`src/rtl/sargantana_icache_tag_ctrl.sv`:
```
// Instruction-cache tag controller: arbitrates flush, refill and fetch lookup
// onto NUM_WAYS single-cycle tag memories and builds the lookup hit/way response.
module sargantana_icache_tag_ctrl #(
    parameter int unsigned NUM_WAYS       = 4,
    parameter int unsigned TAG_DEPTH      = 64,
    parameter int unsigned TAG_ADDR_WIDHT = $clog2(TAG_DEPTH),
    parameter int unsigned TAG_WIDHT      = 20
) (
    input  logic                          clk_i,
    input  logic                          rst_i,

    input  logic                          lkp_valid_i,
    output logic                          lkp_ready_o,
    input  logic [TAG_ADDR_WIDHT-1:0]     lkp_idx_i,
    input  logic [TAG_WIDHT-1:0]          lkp_tag_i,
    output logic                          lkp_rsp_o,
    output logic                          lkp_hit_o,
    output logic [NUM_WAYS-1:0]           lkp_way_o,
    output logic                          lkp_multi_o,

    input  logic                          rfl_valid_i,
    output logic                          rfl_ready_o,
    input  logic [TAG_ADDR_WIDHT-1:0]     rfl_idx_i,
    input  logic [TAG_WIDHT-1:0]          rfl_tag_i,
    input  logic [NUM_WAYS-1:0]           rfl_way_i,

    input  logic                          flush_i,
    output logic                          flush_busy_o,

    output logic [NUM_WAYS-1:0]           tag_req_o,
    output logic                          tag_we_o,
    output logic                          tag_vbit_o,
    output logic                          tag_flush_o,
    output logic [TAG_ADDR_WIDHT-1:0]     tag_addr_o,
    output logic [TAG_WIDHT-1:0]          tag_data_o,
    input  logic [NUM_WAYS*TAG_WIDHT-1:0] tag_data_i,
    input  logic [NUM_WAYS-1:0]           tag_vbit_i
);

    typedef enum logic [1:0] {
        FLUSH = 2'd0,
        DRAIN = 2'd1,
        IDLE  = 2'd2
    } state_e;

    state_e                 state_q, state_d;
    logic                   rsp_q, rsp_d;
    logic [TAG_WIDHT-1:0]   cmp_tag_q, cmp_tag_d;

    logic [NUM_WAYS-1:0]    match_c;
    logic [NUM_WAYS-1:0]    first_c;
    logic                   multi_c;
    logic                   rsp_live_c;

    // State, pending-response flag and pending compare tag
    always_ff @(posedge clk_i or posedge rst_i) begin
        if (rst_i) begin
            state_q   <= FLUSH;
            rsp_q     <= 1'b0;
            cmp_tag_q <= '0;
        end else begin
            state_q   <= state_d;
            rsp_q     <= rsp_d;
            cmp_tag_q <= cmp_tag_d;
        end
    end

    // Next state, arbitration (flush > refill > lookup) and memory command
    always_comb begin
        state_d      = state_q;
        rsp_d        = 1'b0;
        cmp_tag_d    = cmp_tag_q;
        rfl_ready_o  = 1'b0;
        lkp_ready_o  = 1'b0;
        flush_busy_o = 1'b0;
        tag_req_o    = '0;
        tag_we_o     = 1'b0;
        tag_vbit_o   = 1'b0;
        tag_flush_o  = 1'b0;
        tag_addr_o   = '0;
        tag_data_o   = '0;

        case (state_q)
            FLUSH: begin
                flush_busy_o = 1'b1;
                tag_flush_o  = 1'b1;
                state_d      = DRAIN;
            end
            DRAIN: begin
                flush_busy_o = 1'b1;
                state_d      = IDLE;
            end
            IDLE: begin
                if (flush_i) begin
                    state_d = FLUSH;
                end else begin
                    rfl_ready_o = 1'b1;
                    lkp_ready_o = !rfl_valid_i;
                    if (rfl_valid_i) begin
                        tag_req_o  = rfl_way_i;
                        tag_we_o   = 1'b1;
                        tag_vbit_o = 1'b1;
                        tag_addr_o = rfl_idx_i;
                        tag_data_o = rfl_tag_i;
                    end else if (lkp_valid_i) begin
                        tag_req_o  = '1;
                        tag_addr_o = lkp_idx_i;
                        rsp_d      = 1'b1;
                        cmp_tag_d  = lkp_tag_i;
                    end
                end
            end
            default: begin
                state_d = FLUSH;
            end
        endcase
    end

    // Per-way tag compare against the pending lookup tag
    always_comb begin
        match_c = '0;
        for (int unsigned w = 0; w < NUM_WAYS; w++) begin
            match_c[w] = tag_vbit_i[w] &&
                         (tag_data_i[w*TAG_WIDHT +: TAG_WIDHT] == cmp_tag_q);
        end
    end

    // Lowest matching way and more-than-one-match detection
    assign first_c = match_c & (~match_c + NUM_WAYS'(1));
    assign multi_c = |(match_c & (match_c - NUM_WAYS'(1)));

    // A flush arriving with the response forces a miss; memory outputs are
    // only looked at while a response is pending
    assign rsp_live_c  = rsp_q && !flush_i;
    assign lkp_rsp_o   = rsp_q;
    assign lkp_hit_o   = rsp_live_c && (|match_c);
    assign lkp_way_o   = rsp_live_c ? first_c : '0;
    assign lkp_multi_o = rsp_live_c && multi_c;

endmodule

```
`config.mk`:
```
export PLATFORM = sky130hd
export DESIGN_NAME = sargantana_icache_tag_ctrl
export DESIGN_NICKNAME = d
export VERILOG_FILES = /design/src/rtl/sargantana_icache_tag_ctrl.sv
export SDC_FILE = /design/constraint.sdc
export NUM_CORES = 1
export LEC_CHECK = 0
export CAP_MARGIN = 20
export CORE_MARGIN = 1
export CORE_UTILIZATION = 25
export DETAILED_ROUTE_END_ITERATION = 8
export HOLD_SLACK_MARGIN = 0.1
export PLACE_DENSITY_LB_ADDON = 0.3
export SYNTH_ARGS = -nofsm -noshare
export SYNTH_HDL_FRONTEND = slang
export SYNTH_SLANG_ARGS = --single-unit
```
`constraint.sdc`:
```
create_clock -name clk_i -period 2.3 [get_ports clk_i]
set_input_delay 0.23 -clock clk_i [delete_from_list [all_inputs] [get_ports clk_i]]
set_output_delay 0.23 -clock clk_i [all_outputs]
set_load 0.02 [all_outputs]
```
==> flow_summary_export.csv, run 1 <==
group,metric,value,unit
outcome,status,"complete, but fails checks",
outcome,violations,"setup timing",
sta,holdWs,0.3025,ns
pwr,peakVddDrop,0.3446,mV
clocking,root_buffer,"clkbuf_8",
clocking,clk_path_buf_depth,2,
floorplanning,core_area,8721,sq um
sta,period_minus_slack,2.622,ns
routing,wl_per_cell,15.28,um
grt,use_met1,24.43,%
worst_setup_path,end_kind,"output port",
worst_setup_path,crit_type,"flip-flop to output port",
sta,tns,-0.8784,ns
synthesis,synth_nets,422,
grt,grt_use_met2,34.99,%
grt,gr-total-overflow,0,
worst_setup_path,ff2ff_path_depth,7,
grt,grt_pass1_vias,2954,
pwr,seqPwrFrac,27.1,%
clocking,ctsHoldBuffers,0,
final_layout,layout.nets,633,
routing,drc,0,
pwr,pwr-share-clk,7.1,%
synthesis,synth_area_leader_cell,"dfrtp_1",
synthesis,synth_area_leaders,"dfrtp_1, xnor2_1, nand2_1, xor2_1, and3_1",
floorplanning,rows,34,
sta,timing_worst_slew_pin_value,0.2987,ns
final_layout,syn_to_final_growth,112.8,%
placed_design,hpwl,7539,um
synthesis,syn_area,2252,sq um
run,max-cap-violations,0,
grt,grt_busiest_layer,"met2",
sta,final-hold-violation-count,0,
floorplanning,die_w,96.92,um
floorplanning,num_io_pins,188,
sta,max_slew_margin,79.90,%
synthesis,synth.top_cell.area_share,25.56,%
synthesis,synth-main-ff-cell,"dfrtp_1",
hold_path,min_path_type,"input pin to async pin",
worst_setup_path,required,2.07,ns
final_layout,final_util,54.95,%
clocking,ctsHtreeMaxLevel,1,
routing,first_iter_violations,57,
floorplanning,fp.dieH,96.92,um
grt,track_usage,19.70,%
routing,vias,2691,
synthesis,async_reset_ff_share,100.0,%
placed_design,placed_cells,584,
final_layout,diodes,0,
final_layout,drive_above_1_share,21.56,%
pwr,intPower,2.169,mW
final_layout,final_area,4792,sq um
routing,postRouteAntennaNets,0,
placed_design,io_buffers,187,
synthesis,yosysMostFrequentCell,"nand2_1",
sta,setup_viol,5,
clocking,cts-buffers-inserted,3,
worst_setup_path,critPathMaxFanout,4,
clocking,insertion_delay,0.27,ns
sta,fin_skew,0.004326,ns
routing,via_per_inst,4.523,
sta,final.setup.worst_slack,-0.3220,ns
sta,max_freq,381.4,MHz
synthesis,ys_seq_area_share,25.56,%
sta,final_max_slew_viol_count,0,
pwr,pwr-share-comb,65.8,%
final_layout,final_cells,595,
floorplanning,start_util,25.82,%
clocking,clk_pin_slew_worst_paths,0.08,ns
pwr,p_switching,1.414,mW
synthesis,ys_types,29,
sta,rsz0062_at_grt,"true",
pwr,p_leak,2.358,nW
sta,post-route-period-util,114.0,%
synthesis,ys_ff_latch,23,
pwr,powerDensity,747.7,nW/um^2
routing,wl,9092,um
worst_setup_path,startpoint_type,"flip-flop",
synthesis,synth-edff-count,0,
synthesis,synth_cells,277,
clocking,cts_tree,"yes",
worst_setup_path,arrival,2.39,ns
grt,grt_max_degree,24,
pwr,swShare,39.46,%
grt,antenna_found_initial,0,
routing,firstDrtPassIters,4,
placed_design,routabilityCongestion,0.8467,
grt,grt_pass1_wl,14690,um
clocking,clock_sinks,23,
placed_design,place_area,4394,sq um
synthesis,syn_area_per_cell,8.131,sq um
grt,grt_use_met3,3.902,%
synthesis,synth_top_cells_by_count,"nand2_1, xnor2_1, dfrtp_1, and3_1, xor2_1",
synthesis,yosys_warnings,0,
floorplanning,dieArea,9393,sq um
## per-layer routing
metal	vias up	wire [um]	share of wire, %
li1	1319	-	-
met1	1239	3851	42
met2	125	4511	50
met3	8	592	6.5
met4	0	137	1.5
met5	-	0	0
## cells in the final DEF (no fill, tap or decap), types with 2 or more instances in the layout
cell type and count:
clkdlybuf4s50_1 156, xor2_1 15, nor4_2 4, nor4_4 2, nor2_1 2, nand4_1 14, buf_6 19, and3_1 20
dlygate4sd2_1 9, dfrtp_2 12, nand3_1 4, buf_4 35, nor4_1 3, xnor2_2 16, nand4_2 2, a22o_1 6
xnor2_1 48, dlymetal6s2s_1 15, dfrtp_1 11, inv_1 4, clkbuf_8 3, nand2_1 69
## cells by family after synthesis
group | after synthesis | share of synthesized area, %
xor gates and xnor gates | 80 | 32.11
and+or+nand+nor | 129 | 28.83
buffers and inverters | 35 | 9.389
adders and majority gates | 1 | 0.5000
AOI/OAI and AO/OA | 9 | 3.611
DFF | 23 | 25.56
## final timing paths
kind / from / endpoint / slack [ns]
max: cmp_tag_q[6] / lkp_multi_o / -0.32
min: rst_i / cmp_tag_q[4] / 0.30
max reg2reg: state_q[1] / cmp_tag_q[11] / 0.70
min reg2reg: state_q[1] / state_q[0] / 0.47
max in group asynchronous: rst_i / cmp_tag_q[13] / 1.73
min in group clk_i: state_q[1] / state_q[0] / 0.47
## critical path, stage by stage (launching register included)
cell and delay [ns]:
dfrtp_1 0.43, buf_6 0.14, xnor2_2 0.11, nand4_1 0.21, nor4_4 0.35, nand4_2 0.15, maj3_2 0.34, a221oi_2 0.22
buf_4 0.18
## registers in the layout (all words and copies together) (netlist names)
signal	flops
cmp_tag_q	20
lkp_rsp_o	1
state_q	2
## final cells by class
| type | count | area, sq um |
|---|---|---|
| Clock buffer | 4 | 45.04 |
| Tap cell | 108 | 135.1 |
| Sequential cell | 23 | 590.6 |
| Inverter | 5 | 18.77 |
| Multi-Input combinational cell | 219 | 1668 |
| Fill cell | 785 | 3929 |
| Timing Repair Buffer | 236 | 2335 |
## per-stage QoR
| step | worst slack (ns) | total power [mW] |
|---|---|---|
| floorplan | 0.03653 | 2.180 |
| global placement | -0.7626 | 2.976 |
| detailed placement | -0.7875 | 3.021 |
| CTS | -0.3232 | 3.495 |
| global route | -0.5028 | 3.856 |
| finish | -0.3220 | 3.583 |
## power groups by stage
stage	Sequential (mW)	Clock [mW]	Combinational [mW]
3_3_place_gp	0.932	0	2.04
3_5_place_dp	0.938	0	2.08
6_report	0.970	0.254	2.36
4_1_cts	0.958	0.267	2.27
2_1_floorplan	0.661	0	1.52
5_1_grt	1.01	0.287	2.56
## what timing repair did
action | 4_1_cts | 5_1_grt
endpoints found under the setup margin | 36 | 26
buffers inserted | 5 | 2
resized for setup | 81 | 39
pin swaps | 22 | 8
cloned | 0 | 0
(Power assumes the default switching activity.)
==> inputs of run 2 (changes only) <==
CORE_UTILIZATION = 33   (was 25)
==> run 2 against run 1 <==
  * The flow finishes with violations (DRC, setup timing)
  * Sequential share of layout area fell by 0.14 points
  * Core utilization rose by 20 points
  * Critical path depth did not move
  * Wire length rose by 7.6%
  * Register-to-register slack got worse by 0.06 ns
  * Die area fell by 24%
  * First-iteration DRC count rose by 54%
  * Non-clock buffer count rose by 3
  * Critical path type unchanged
  * Largest power group unchanged
  * Highest routed layer unchanged
==> flow_summary_export.csv, run 2 (same netlist as run 1, synthesis figures left out) <==
group,metric,value,unit
clocking,clk_pin_slew_worst_paths,0.09,ns
final_layout,multi_input_area,1724,sq um
pwr,peakVddDrop,0.3800,mV
clocking,cts_tree,"yes",
pwr,pwr-share-clk,6.8,%
grt,grt_pass1_wl,14810,um
final_layout,syn_to_final_growth,115.6,%
clocking,ctsHtreeMaxLevel,1,
sta,fin_skew,0.005877,ns
routing,met2WireLength,5371,um
floorplanning,fp.dieH,84.61,um
floorplanning,die_w,84.61,um
sta,holdWs,0.3030,ns
floorplanning,dieArea,7159,sq um
routing,via_per_inst,4.869,
sta,timing_worst_slew_pin_value,0.3129,ns
grt,grt_pass1_vias,2947,
sta,final-hold-violation-count,0,
sta,setup_viol,6,
clocking,root_buffer,"clkbuf_8",
final_layout,largest_register_ffs,20,
clocking,clk_path_buf_depth,2,
routing,first_iter_violations,88,
pwr,powerDensity,782.5,nW/um^2
sta,final.setup.worst_slack,-0.3369,ns
pwr,pwr-share-comb,67.5,%
hold_path,min_path_type,"input pin to async pin",
floorplanning,num_io_pins,188,
routing,met1_length,3475,um
pwr,p_switching,1.526,mW
sta,rsz0062_at_grt,"true",
routing,routed.top_layer,"met4",
floorplanning,rows,29,
routing,drc,11,
outcome,status,"complete, but fails checks",
worst_setup_path,arrival,2.41,ns
clocking,insertion_delay,0.27,ns
final_layout,top_register,"cmp_tag_q",
final_layout,final_cell_mix,"clkdlybuf4s50_1, nand2_1, xnor2_1, buf_4, xnor2_2",
routing,vias,2761,
placed_design,routabilityCongestion,0.8207,
sta,post-route-period-util,114.6,%
routing,postRouteAntennaNets,0,
placed_design,io_buffers,187,
pwr,seqPwrFrac,25.7,%
pwr,p_leak,2.387,nW
grt,track_usage,26.88,%
routing,wl,9786,um
final_layout,final_common_cell,"clkdlybuf4s50_1",
sta,final_max_slew_viol_count,0,
worst_setup_path,crit_type,"flip-flop to output port",
final_layout,drive_above_1_share,24.49,%
routing,firstDrtPassIters,6,
final_layout,n_fill_cell,477,
grt,antenna_found_initial,0,
run,max-cap-violations,0,
grt,grt_max_degree,24,
worst_setup_path,end_kind,"output port",
worst_setup_path,startpoint_type,"flip-flop",
final_layout,diodes,0,
routing,wl_per_cell,17.26,um
sta,max_slew_margin,79.14,%
floorplanning,core_area,6459,sq um
placed_design,hpwl,7510,um
final_layout,layout.nets,636,
pwr,intPower,2.274,mW
outcome,violations,"DRC, setup timing",
placed_design,pre_cts_slack,-0.7289,ns
grt,gr-total-overflow,0,
sta,period_minus_slack,2.637,ns
routing,wl_met3,735,um
sta,max_freq,379.2,MHz
worst_setup_path,required,2.07,ns
clocking,clock_sinks,23,
final_layout,final_util,75.18,%
pwr,swShare,40.16,%
pwr,finalPower,3.800,mW
worst_setup_path,critPathMaxFanout,3,
floorplanning,start_util,34.87,%
final_layout,final-seq-area,591.8,sq um
clocking,cts-buffers-inserted,3,
-- run 2: cell count changes in the layout (fill, tap and decap cells not counted), moves of 2 or more --
| cell | change |
|---|---|
| buf_4 | +2 |
| clkdlybuf4s15_1 | +2 |
| dlygate4sd2_1 | -2 |
| nor4_1 | -2 |
| nor4_2 | +3 |
| xnor2_1 | -7 |
| xnor2_2 | +6 |
-- run 2: area by class of cell --
type                            instances  area share, %
Timing Repair Buffer                  239          48.85
Multi-Input combinational cell        219          35.51
Sequential cell                        23          12.19
Clock buffer                            3         0.8503
Inverter                                5         0.5153
Tap cell                               77          1.984
Clock inverter                          1         0.1031
-- run 2: per-stage QoR --
stage	cells	area, sq um	TNS, ns
final	567	4856	-1.388
after global placement	546	4303	-3.360
after detailed placement	546	4303	-3.689
after global routing	567	4856	-1.984
after floorplan	277	2252	0
after CTS	566	4731	-0.6076
-- run 2: routing by layer --
| layer | vias up | track usage, % |
|---|---|---|
| li1 | 1327 | - |
| met2 | 133 | 52.55 |
| met3 | 16 | 5.506 |
| met5 | - | 0 |
| met4 | 0 | 8.475 |
| met1 | 1285 | 28.58 |
-- run 2: final timing paths --
kind / from / endpoint / slack, ns / cells after the start
min in group clk_i: lkp_tag_i[0] / cmp_tag_q[0] / 0.48 / 3
max in group asynchronous: rst_i / cmp_tag_q[10] / 1.74 / 3
worst min-delay path: rst_i / cmp_tag_q[3] / 0.30 / 3
worst min register to register: state_q[1] / state_q[0] / 0.48 / 1
worst max-delay path: cmp_tag_q[3] / lkp_multi_o / -0.34 / 8
worst max register to register: state_q[1] / cmp_tag_q[4] / 0.64 / 8
-- run 2: worst max-delay path: stages (launching register included) --
cell      delay [ns]
dfrtp_1         0.44
buf_6           0.15
xnor2_2         0.14
nand4_1         0.15
nor4_2          0.31
nand4_2         0.15
maj3_2          0.34
a221oi_2        0.26
buf_4           0.18
-- run 2: power by group through the flow --
stage	Combinational (mW)	Clock (mW)	Sequential (mW)
2_1_floorplan	1.52	0	0.661
3_3_place_gp	1.95	0	0.936
3_5_place_dp	2.00	0	0.947
4_1_cts	2.47	0.270	0.959
5_1_grt	2.74	0.284	1.01
6_report	2.57	0.258	0.976
-- run 2: what timing repair did --
item | CTS | global route
hold buffers | 0 | 0
endpoints found under the setup margin | 26 | 28
pin swaps | 32 | 13
gates cloned | 1 | 0
gates resized for setup | 104 | 35
setup buffers | 15 | 2
==> inputs of run 3 (changes only) <==
CTS_CLUSTER_DIAMETER = 200   (was not set)
GPL_TIMING_DRIVEN = 0   (was not set)
==> run 3 against run 2 <==
  * The run still ends with DRC, setup timing left
  * Cell area is 2.7% lower
  * First-iteration DRC count rose by 40%
  * Register-to-register slack lost 0.06 ns
  * Core utilization shrank 2.0 points
  * Critical path type unchanged
  * Largest cell class unchanged
  * Largest power group unchanged
  * Highest routed layer unchanged
==> flow_summary_export.csv, run 3 (same netlist as run 1, synthesis figures left out) <==
group,metric,value,unit
floorplanning,rows,29,
final_layout,n_fill_cell,498,
worst_setup_path,required,2.07,ns
clocking,clock_sinks,23,
routing,drc,11,
grt,track_usage,24.76,%
outcome,violations,"DRC, setup timing",
sta,rsz0062_at_grt,"true",
run,max-cap-violations,0,
final_layout,multi_input_area,1697,sq um
outcome,status,"complete, but fails checks",
grt,antenna_found_initial,0,
final_layout,final_util,73.15,%
final_layout,final_cell_mix,"clkdlybuf4s50_1, nand2_1, xnor2_1, buf_4, and3_1",
worst_setup_path,end_kind,"output port",
grt,grt_pass1_wl,13520,um
sta,setup_viol,6,
routing,via_per_inst,4.730,
floorplanning,core_area,6459,sq um
routing,postRouteAntennaNets,0,
final_layout,drive_above_1_share,20.41,%
clocking,cts_tree,"yes",
worst_setup_path,startpoint_type,"flip-flop",
final_layout,syn_to_final_growth,109.8,%
pwr,intPower,2.172,mW
clocking,cts-buffers-inserted,3,
routing,first_iter_violations,123,
pwr,peakVddDrop,0.3160,mV
sta,max_freq,373.7,MHz
pwr,powerDensity,769.6,nW/um^2
floorplanning,fp.dieH,84.61,um
clocking,insertion_delay,0.26,ns
sta,final.setup.worst_slack,-0.3756,ns
pwr,p_switching,1.464,mW
clocking,clk_path_buf_depth,2,
pwr,finalPower,3.636,mW
floorplanning,start_util,34.87,%
sta,max_slew_margin,39.82,%
clocking,clk_pin_slew_worst_paths,0.08,ns
final_layout,top_register,"cmp_tag_q",
sta,tns,-1.318,ns
final_layout,final_common_cell,"clkdlybuf4s50_1",
final_layout,largest_register_ffs,20,
grt,grt_max_degree,24,
placed_design,io_buffers,187,
sta,final_max_slew_viol_count,0,
final_layout,final-seq-area,583.1,sq um
hold_path,min_path_type,"input pin to async pin",
final_layout,layout.nets,631,
placed_design,routabilityCongestion,0.8408,
placed_design,hpwl,7381,um
sta,fin_skew,0.001509,ns
sta,post-route-period-util,116.3,%
floorplanning,dieArea,7159,sq um
routing,vias,2658,
placed_design,place_area,4220,sq um
final_layout,final_cells,562,
final_layout,diodes,0,
routing,firstDrtPassIters,6,
final_layout,final_area,4725,sq um
sta,final-hold-violation-count,0,
grt,gr-total-overflow,0,
worst_setup_path,crit_type,"flip-flop to output port",
sta,holdWs,0.4726,ns
floorplanning,die_w,84.61,um
sta,timing_worst_slew_pin_value,0.9017,ns
clocking,ctsHtreeMaxLevel,1,
pwr,seqPwrFrac,22.9,%
worst_setup_path,critPathMaxFanout,4,
pwr,pwr-share-comb,70.1,%
pwr,swShare,40.27,%
pwr,pwr-share-clk,7.0,%
clocking,root_buffer,"clkbuf_8",
routing,wl,9307,um
routing,wl_per_cell,16.56,um
pwr,p_leak,2.405,nW
sta,period_minus_slack,2.676,ns
floorplanning,num_io_pins,188,
grt,grt_pass1_vias,2724,
placed_design,placed_cells,541,
placed_design,pre_cts_slack,-0.7889,ns
worst_setup_path,arrival,2.45,ns
-- run 3: cell types whose count changed in the layout (fill, tap and decap cells not counted), moves of 4 or more --
cell | previous run | this run
xnor2_1 | 41 | 47
clkbuf_1 | 0 | 4
dfrtp_2 | 13 | 6
xnor2_2 | 22 | 16
buf_4 | 37 | 26
dfrtp_1 | 10 | 17
buf_2 | 0 | 4
dlymetal6s2s_1 | 15 | 19
clkdlybuf4s50_1 | 156 | 151
-- run 3: what timing repair did --
action	4_1_cts	5_1_grt
setup endpoints to repair	37	32
buffers inserted	9	17
gates resized for setup	83	47
hold buffers	0	0
pin swaps	20	21
-- run 3: per-layer routing --
metal  track usage (%)  up-vias  routed length [um]
li1                  -     1317                   -
met1             27.17     1211                3254
met2             48.48      122                5186
met3             4.523        8                 750
met4             6.317        0                 116
met5                 0        -                   0
-- run 3: cell type report --
cell class                      instances  area share, %
Buffer                                 22          3.840
Clock buffer                            4         0.9534
Inverter                                5         0.4237
Multi-Input combinational cell        219          35.91
Sequential cell                        23          12.34
Tap cell                               77          2.039
Timing Repair Buffer                  212          44.49
-- run 3: path summary, 6_finish.rpt --
check	startpoint	end	slack [ns]	cells past startpoint
worst min register to register	state_q[1]	state_q[0]	0.47	1
min in group clk_i	state_q[1]	state_q[0]	0.47	1
worst max-delay path	cmp_tag_q[8]	lkp_multi_o	-0.38	7
worst max register to register	state_q[1]	cmp_tag_q[3]	0.58	7
worst min-delay path	rst_i	lkp_rsp_o	0.47	2
max in group asynchronous	rst_i	cmp_tag_q[10]	1.22	2
-- run 3: power by group through the flow --
stage          sequential [mW]  clock [mW]  combinational [mW]
2_1_floorplan            0.661           0                1.52
3_3_place_gp             0.664           0                2.20
3_5_place_dp             0.671           0                2.24
4_1_cts                  0.819       0.263                2.26
5_1_grt                  0.855       0.282                2.74
6_report                 0.832       0.254                2.55
-- run 3: critical path, stage by stage (launching register included) --
cell	delay [ns]
dfrtp_2	0.46
xnor2_2	0.17
nand4_1	0.18
nor4_2	0.36
nand4_1	0.23
maj3_2	0.35
a221oi_2	0.24
buf_4	0.18
